<file path="src/rtl/lif_neuron_array.sv">
// Array of leaky integrate-and-fire neurons advanced in lock-step, one
// timestep per valid input beat, with refractory period, saturating
// potentials and a saturating spike counter.
module lif_neuron_array #(
  parameter int unsigned N_NEURONS     = 4,
  parameter int unsigned IN_W          = 8,
  parameter int unsigned POT_W         = 12,
  parameter int unsigned LEAK_SHIFT    = 3,
  parameter int unsigned REFRAC_CYCLES = 2,
  parameter int unsigned CNT_W         = 16
) (
  input  logic                         clk,
  input  logic                         reset,
  input  logic                         in_valid,
  input  logic [N_NEURONS*IN_W-1:0]    input_current,
  input  logic [POT_W-1:0]             threshold,
  input  logic                         reset_mode,
  output logic [N_NEURONS-1:0]         spike,
  output logic                         spike_valid,
  output logic [N_NEURONS*POT_W-1:0]   membrane_potential,
  output logic [CNT_W-1:0]             spike_count
);

  localparam int unsigned RW = (REFRAC_CYCLES > 0) ? $clog2(REFRAC_CYCLES + 1) : 1;
  localparam int unsigned PW = $clog2(N_NEURONS + 1);
  localparam int unsigned SW = ((CNT_W > PW) ? CNT_W : PW) + 1;
  localparam int unsigned XW = POT_W + 1;
  localparam logic [XW-1:0]    POT_MAX  = {1'b0, {POT_W{1'b1}}};
  localparam logic [SW-1:0]    CNT_MAX  = SW'({CNT_W{1'b1}});
  localparam logic [RW-1:0]    REFRAC_V = RW'(REFRAC_CYCLES);

  logic [POT_W-1:0]     pot_q    [N_NEURONS];
  logic [POT_W-1:0]     pot_d    [N_NEURONS];
  logic [RW-1:0]        refrac_q [N_NEURONS];
  logic [RW-1:0]        refrac_d [N_NEURONS];
  logic [N_NEURONS-1:0] spike_q, spike_d;
  logic                 valid_q, valid_d;
  logic [CNT_W-1:0]     cnt_q, cnt_d;

  logic [XW-1:0]        v_ext    [N_NEURONS];
  logic [XW-1:0]        v_leak   [N_NEURONS];
  logic [XW-1:0]        v_sum    [N_NEURONS];
  logic [POT_W-1:0]     v_sat    [N_NEURONS];
  logic [PW-1:0]        pop;
  logic [SW-1:0]        cnt_sum;

  // Next-state for every neuron plus the spike counter.
  always_comb begin
    spike_d = '0;
    valid_d = in_valid;
    cnt_d   = cnt_q;
    pop     = '0;
    cnt_sum = '0;
    for (int i = 0; i < N_NEURONS; i++) begin
      pot_d[i]    = pot_q[i];
      refrac_d[i] = refrac_q[i];
      v_ext[i]    = {1'b0, pot_q[i]};
      // A zero shift means "no leak", not "leak everything".
      v_leak[i]   = (LEAK_SHIFT == 0) ? '0 : (v_ext[i] >> LEAK_SHIFT);
      v_sum[i]    = v_ext[i] - v_leak[i] + XW'(input_current[i*IN_W +: IN_W]);
      v_sat[i]    = (v_sum[i] > POT_MAX) ? POT_MAX[POT_W-1:0] : v_sum[i][POT_W-1:0];
      if (in_valid) begin
        if (refrac_q[i] != '0) begin
          refrac_d[i] = refrac_q[i] - RW'(1);
        end else if (v_sat[i] >= threshold) begin
          spike_d[i]  = 1'b1;
          pot_d[i]    = reset_mode ? (v_sat[i] - threshold) : '0;
          refrac_d[i] = REFRAC_V;
        end else begin
          pot_d[i]    = v_sat[i];
        end
      end
      pop = pop + PW'(spike_d[i]);
    end
    if (in_valid) begin
      cnt_sum = SW'(cnt_q) + SW'(pop);
      cnt_d   = (cnt_sum > CNT_MAX) ? CNT_MAX[CNT_W-1:0] : cnt_sum[CNT_W-1:0];
    end
  end

  // State register; reset wins over a concurrent valid beat.
  always_ff @(posedge clk) begin
    if (reset) begin
      for (int i = 0; i < N_NEURONS; i++) begin
        pot_q[i]    <= '0;
        refrac_q[i] <= '0;
      end
      spike_q <= '0;
      valid_q <= 1'b0;
      cnt_q   <= '0;
    end else begin
      for (int i = 0; i < N_NEURONS; i++) begin
        pot_q[i]    <= pot_d[i];
        refrac_q[i] <= refrac_d[i];
      end
      spike_q <= spike_d;
      valid_q <= valid_d;
      cnt_q   <= cnt_d;
    end
  end

  // Pack registered potentials onto the output bus.
  always_comb begin
    membrane_potential = '0;
    for (int i = 0; i < N_NEURONS; i++) begin
      membrane_potential[i*POT_W +: POT_W] = pot_q[i];
    end
  end

  assign spike       = spike_q;
  assign spike_valid = valid_q;
  assign spike_count = cnt_q;

endmodule

</file>
<file path="config.mk">
export PLATFORM = sky130hd
export DESIGN_NAME = lif_neuron_array
export DESIGN_NICKNAME = d
export VERILOG_FILES = /design/src/rtl/lif_neuron_array.sv
export SDC_FILE = /design/constraint.sdc
export NUM_CORES = 1
export LEC_CHECK = 0
export ABC_AREA = 1
export CAP_MARGIN = 20
export CORE_MARGIN = 2
export CORE_UTILIZATION = 30
export DETAILED_ROUTE_END_ITERATION = 10
export DONT_BUFFER_PORTS = 1
export PLACE_DENSITY = 0.55
export SETUP_SLACK_MARGIN = 0.4
export SYNTH_ARGS = -nofsm -noshare
export SYNTH_HDL_FRONTEND = slang
export SYNTH_SLANG_ARGS = --single-unit
</file>
<file path="constraint.sdc">
create_clock -name clk -period 6.15 [get_ports clk]
set_input_delay 0.3075 -clock clk [delete_from_list [all_inputs] [get_ports clk]]
set_output_delay 0.3075 -clock clk [all_outputs]
set_load 0.01 [all_outputs]
</file>
After elaboration in Yosys (flattened, before gate mapping) --
Memory sizes are Yosys's and may differ from the RTL's. Cells that the tools add are included.
Storage, ports and cells: register bits after elaboration 21, latch bits 0, bits in writable memories 56, ROM bits 0, input bits 48, output and inout bits 69, logic and storage cells 102, memories 2
Cells by class: $add $sub $neg 20, multiply operators 0, div/mod/pow operators 0, magnitude comparators 9, equal/unequal tests 0, shifts and indexed selects 0, muxes and demuxes 56, bitwise gates (word level) 8, reductions and logical operators 4
Memory list:
- pot_q | depth 4, bits a word 12, rd ports 4, clocked after memory_dff 0, write ports 4, RTL line 32 | logic [POT_W-1:0] pot_q [N_NEURONS];
- refrac_q | depth 4, bits a word 2, rd ports 4, clocked after memory_dff 0, write ports 4, RTL line 34 | logic [RW-1:0] refrac_q [N_NEURONS];
Operators by type and width (count):
- two-way mux 12 bit | 24
- adder 13 x 8 -> 13 bit | 4
- greater-than comparator 13 x 12 -> 1 bit (second input constant) | 4
- subtractor 12 x 9 -> 13 bit | 4
- >= comparator 12 bit | 4
- subtractor 12 bit | 4
- two-way mux 2 bit | 16
- adder 16 x 3 -> 17 bit | 1
- greater-than comparator 17 x 16 -> 1 bit (second input constant) | 1
- two-way mux 16 bit | 1
- two-way mux 1 bit | 15
- OR 1 bit | 8
- nonzero test 2 bit | 4
- subtractor 2 x 1 -> 2 bit (second input constant) | 4
- adder 2 x 1 -> 3 bit | 1
- adder 3 x 1 -> 3 bit | 1
- adder 1 x 1 -> 2 bit | 1

Logic depth before layout (Yosys ltp) --
Gate-level depths: netlist of the first run. An unclocked memory read counts as a cell.
depth after elaboration 15, gate-level depth with buffers 40

Worst setup path after synthesis of the first run --
No wires, ideal clock.
path kind register -> register, from memory pot_q[0][1], to register cnt_q[10], in the netlist spike_count[10], arrival 5.416 ns, required time 6.084 ns, path slack 0.667 ns, cell stages (with the launch flop) 33, clock period less this slack 5.483 ns, cell sequence dfxtp_1 > inv_1 > fa_1 > fa_1 > inv_1 > nand3_1 > nand2_1 > nand3_1 > nand3_1 > nand2_1 > nand2_4 > buf_6 > nand2_1 > ha_1 > nand2_1 > nand3_1 > nand3_1 > nand4_4 > inv_4 > buf_6 > nor2_1 > fa_1 > inv_1 > fa_1 > inv_1 > fa_1 > nand3_2 > nor3_4 > nand2_2 > nor2_4 > a31oi_4 > buf_6 > a21oi_2
RTL lines:
- start: declaration | RTL line 32
- end signal: assignment | RTL line 98 | cnt_q <= cnt_d;
- end: declaration | RTL line 38 | logic [CNT_W-1:0] cnt_q, cnt_d;

==> results of run 1 <==
## worst register-to-register path, delay by kind of cell (launching register included)
kind                     cells  cell delay [ns]
AND/OR/NAND/NOR             12             1.67
buffers and inverters        7             0.61
flip-flops                   1             0.38
AO/OA/AOI/OAI                4             0.52
adder cells (fa/ha/maj)      7             2.29
## cell families (layout without fill, tap and decap cells)
kind of cell,after synthesis,after routing,share of synthesized area (%)
AND/OR/NAND/NOR,868,871,35.4
buffers and inverters,396,418,14.5
AO/OA/AOI/OAI,204,204,10.9
adder cells (fa/ha/maj),152,152,20.4
XOR/XNOR,55,55,4.48
flip-flops,77,77,14.3
## flip-flops by register name, indices dropped and copies added, names as in the netlist
register and cells:
refrac_q 8, spike_valid 1, pot_q 48, spike_count 16
spike 4
## final timing paths
| check | from | endpoint | cells past startpoint |
|---|---|---|---|
| worst max-delay path | pot_q[2][3] | spike_count[10] | 30 |
| worst min-delay path | reset | pot_q[1][4] | 1 |
| worst max register to register | pot_q[2][3] | spike_count[10] | 30 |
| worst min register to register | refrac_q[1][1] | refrac_q[1][1] | 2 |
## repair_timing
item	4_1_cts	5_1_grt
cloned	1	3
buffers inserted	3	12
hold buffers	0	0
gates resized for setup	10	143
pin swaps	3	26
endpoints found under the setup margin	16	16
## Yosys cell counts (all sizes together)
cell / instances / area (µm²)
dfxtp: 77 / 1540
nand4: 34 / 264
o21bai: 10 / 75.1
ha: 113 / 1410
a21o: 3 / 22.5
fa: 39 / 781
or2: 2 / 12.5
a31oi: 8 / 65.1
nor2: 161 / 666
nand3b: 7 / 52.6
xor2: 25 / 219
xnor2: 30 / 263
nor3: 7 / 61.3
inv: 368 / 1380
nand2: 531 / 2080
and2: 4 / 25.0
o2111ai: 1 / 8.76
buf: 14 / 121
clkbuf: 11 / 41.3
a21oi: 112 / 621
clkinv: 3 / 12.5
nand3: 122 / 656
o21ai: 67 / 354
o211ai: 3 / 22.5
## area by class of cell
type,count,share of cell area (%)
Tap cell,461,4.64
Clock buffer,9,1.81
Inverter,371,11.2
Sequential cell,77,12.8
Clock inverter,7,0.403
Timing Repair Buffer,31,2.11
Multi-Input combinational cell,1282,67.0
## per-stage QoR
step / hold WS, ns / utilization, % / cells / setup slack [ns] / instance area, µm²
2_1_floorplan: 0.451 / - / 1752 / 0.667 / 10800
3_3_place_gp: 0.396 / 31.8 / 2203 / 0.288 / 11300
3_5_place_dp: 0.395 / 31.8 / 2203 / 0.158 / 11300
4_1_cts: 0.0172 / 32.8 / 2223 / 0.399 / 11600
5_1_grt: 0.0223 / 35.0 / 2238 / 0.375 / 12400
6_report: 0.0419 / 35.0 / 2238 / 0.641 / 12400
## per-layer routing
layer  global-route usage, %  wire length [µm]
met5                       0                 0
met2                    30.0             16200
met1                    23.1             15600
met3                    3.75              1670
met4                    3.65               563
## layout by cell type (no fill, tap or decap), types with 25 or more instances in the layout
| master | n |
|---|---|
| a21oi_1 | 87 |
| buf_4 | 29 |
| dfxtp_1 | 49 |
| fa_1 | 31 |
| ha_1 | 70 |
| ha_4 | 29 |
| inv_1 | 361 |
| nand2_1 | 488 |
| nand2_2 | 33 |
| nand3_1 | 105 |
| nand4_1 | 30 |
| nor2_1 | 140 |
| o21ai_0 | 47 |
| xnor2_1 | 29 |
| xor2_1 | 25 |
==> impl_metrics.tcl, run 1 <==
set metrics [dict create \
    syn-num-nets 1952 \
    ff2ff_setup_slack_ns 0.64 \
    h-tree-depth 3 \
    fin_nets 1972 \
    worstPathMaxFanout 7 \
    viasPerCell 4.78 \
    cts_tree "built" \
    layout-drive-gt1-share_pct 14.6 \
    clkSinkCount 77 \
    hp-class "in -> reg" \
    relSlewSlack_pct 48.0 \
    syn_area_um2 10800 \
    critPathRequiredTime_ns 6.44 \
    clkTransAtPathRegs_ns 0.07 \
    ys_warn_count 0 \
    avgRoutedWirePerCell_um 15.2 \
    core-area_um2 35500 \
    max_stage_delay_ns 0.51 \
    dp_hpwl_um 26700 \
    clock_path_buffers 2 \
    skew_ns 0.00612 \
    drt_iter0_drc 646 \
    fmax_ghz 0.182 \
    fill_cells 3844 \
    rows 69 \
    grt_pass1_vias 10100 \
    numCtsBuffers 9 \
    die_w_um 193 \
    path_buf_inv 7 \
    start_util_pct 30.3 \
    yosysSeqAreaShare_pct 14.3 \
    arrival_ns 5.80 \
    clockRootBuffer "clkbuf_16" \
    period_needed_ns 5.51 \
    setup_viol 0 \
    finalCritPeriodShare_pct 89.6 \
    io_pins 117 \
    globalRoute.totalOverflow 0 \
    maxSlewViolCount 0 \
    drv_cap 0 \
    place.gp.congestion 0.922 \
    antenna_found_initial 0 \
    antenna-diode-count 0 \
    dr.pass1.iters 5 \
    grt_pass1_wl_um 53300 \
    crit_family "adder cells" \
    synth_cells 1752 \
    die_h_um 193 \
    status "finished, final reports clean" \
    final-seq-area_um2 1590 \
    worstSetupPathType "reg -> reg" \
    worstMarginPinSlew_ns 0.778 \
    hold_viol_final 0 \
    finalSetupTns_ns 0 \
    drt_wl_total_um 34000 \
    track_usage_pct 17.7 \
    die_area_um2 37400 \
    drt_drc_violations_left 0 \
    synth_cell_type_count 45 \
    multiInputGateArea_um2 8330 \
    synth_area_per_cell_um2 6.14 \
    end_kind "flop" \
    clkLatencyLatePin_ns 0.35 \
    rsz0062_at_grt "false" \
    ys_ff_latch 77 \
    port_buffers 0 \
    area_growth_pct 15.6 \
    drtAntennaViolNets 0 \
    start_kind "flop" \
    grt_max_degree 43 \
    slowest_stage "fa_1" \
    vias 10700 \
]
Power of run 1 is not shown: default switching activity piles up to over one toggle a cycle in this logic, so the estimate is an artifact.
==> run 2: changes to the inputs <==
--- a/config.mk
+++ b/config.mk
@@ -6,11 +6,12 @@
 export NUM_CORES = 1
 export LEC_CHECK = 0
 export ABC_AREA = 1
-export CAP_MARGIN = 20
 export CORE_MARGIN = 2
 export CORE_UTILIZATION = 30
+export CTS_BUF_LIST = sky130_fd_sc_hd__clkbuf_4
 export DETAILED_ROUTE_END_ITERATION = 10
 export DONT_BUFFER_PORTS = 1
+export MAX_ROUTING_LAYER = met4
 export PLACE_DENSITY = 0.55
 export SETUP_SLACK_MARGIN = 0.4
 export SYNTH_ARGS = -nofsm -noshare
==> impl_metrics.tcl, run 2 (synthesis gave the netlist of run 1 again) <==
set metrics [dict create \
    status "finished, final reports clean" \
    hp-class "in -> reg" \
    fmax_ghz 0.183 \
    start_util_pct 30.3 \
    dr.pass1.iters 5 \
    place_ws_ns 0.137 \
    rows 69 \
    end_kind "flop" \
    layout-drive-gt1-share_pct 13.7 \
    start_kind "flop" \
    skew_ns 0.0163 \
    drv_cap 0 \
    hold_viol_final 0 \
    clockRootBuffer "clkbuf_4" \
    vias 10700 \
    final_cells 2242 \
    clkSinkCount 77 \
    top_register "pot_q" \
    io_pins 117 \
    finalCritPeriodShare_pct 88.8 \
    antenna_found_initial 0 \
    period_needed_ns 5.46 \
    drt_drc_violations_left 0 \
    relSlewSlack_pct 48.2 \
    most-common-layout-cells "nand2_1, inv_1, nor2_1, nand3_1, a21oi_1" \
    drt_wl_total_um 34300 \
    dp.cells 2203 \
    whs_ns 0.0455 \
    grt_pass1_vias 10200 \
    track_usage_pct 18.3 \
    numCtsBuffers 9 \
    die_h_um 193 \
    grt_max_degree 43 \
    clkTransAtPathRegs_ns 0.15 \
    worstPathMaxFanout 7 \
    drtAntennaViolNets 0 \
    maxSlewViolCount 0 \
    max_stage_delay_ns 0.50 \
    area_growth_pct 14.1 \
    grt_pass1_wl_um 53300 \
    rsz0062_at_grt "false" \
    cts_tree "built" \
    place.gp.congestion 0.924 \
    worstSetupPathType "reg -> reg" \
    worstMarginPinSlew_ns 0.775 \
    antenna-diode-count 0 \
    slowest_stage "fa_1" \
    critPathRequiredTime_ns 6.59 \
    setup_viol 0 \
    clkLatencyLatePin_ns 0.50 \
    core-area_um2 35500 \
    viasPerCell 4.78 \
    die_area_um2 37400 \
    fin_ws_ns 0.689 \
    globalRoute.totalOverflow 0 \
    die_w_um 193 \
    clock_path_buffers 2 \
    avgRoutedWirePerCell_um 15.3 \
    largest_register_ffs 48 \
    fin_nets 1976 \
    finalSetupTns_ns 0 \
    arrival_ns 5.90 \
    drt_iter0_drc 600 \
    port_buffers 0 \
    dp_hpwl_um 26700 \
    h-tree-depth 3 \
    final_common_cell "nand2_1" \
]
run 2: what timing repair did:
item	in CTS	in global routing
endpoints found under the setup margin	16	16
hold buffers	3	0
setup buffers	4	12
pin swaps	5	24
endpoints found under the hold margin	58	0
resized for setup	15	130
cloned	2	2
run 2: stage by stage:
stage / cell area (µm²) / utilization [%]
after floorplan: 10800 / -
after global placement: 11300 / 31.8
after detailed placement: 11300 / 31.8
after CTS: 11600 / 32.7
after global routing: 12300 / 34.6
final: 12300 / 34.6
run 2: final timing paths:
kind,from,to,slack [ns],depth (start not counted)
hold reg to reg,refrac_q[1][1],refrac_q[1][1],0.50,2
setup reg to reg,pot_q[2][1],spike_count[9],0.69,29
setup / recovery,pot_q[2][1],spike_count[9],0.69,29
hold / removal,in_valid,refrac_q[3][1],0.05,4
run 2: metal layers:
layer | track usage (%) | part of all wire, % | vias to the layer above | routed length, µm
met1 | 22.8 | 45 | 4911 | 15400
met2 | 29.5 | 46 | 235 | 15800
met5 | - | 0 | - | 0
met4 | 5.46 | 3.3 | 0 | 1150
li1 | - | - | 5512 | -
met3 | 3.94 | 5.7 | 58 | 1960
run 2: layout make-up:
type	instances	area, µm²
Clock buffer	9	67.6
Clock inverter	7	97.6
Fill cell	3836	23200
Inverter	371	1400
Multi-Input combinational cell	1282	8200
Sequential cell	77	1610
Tap cell	461	577
Timing Repair Buffer	35	318
run 2: critical path, delay by kind of cell (launching register included):
family                   cells  cell delay (ns)
adder cells (fa/ha/maj)      6             2.23
flip-flops                   1             0.36
buffers and inverters        7             0.59
AO/OA/AOI/OAI                3             0.45
AND/OR/NAND/NOR             13             1.74
Power of run 2 is left out for the same reason.
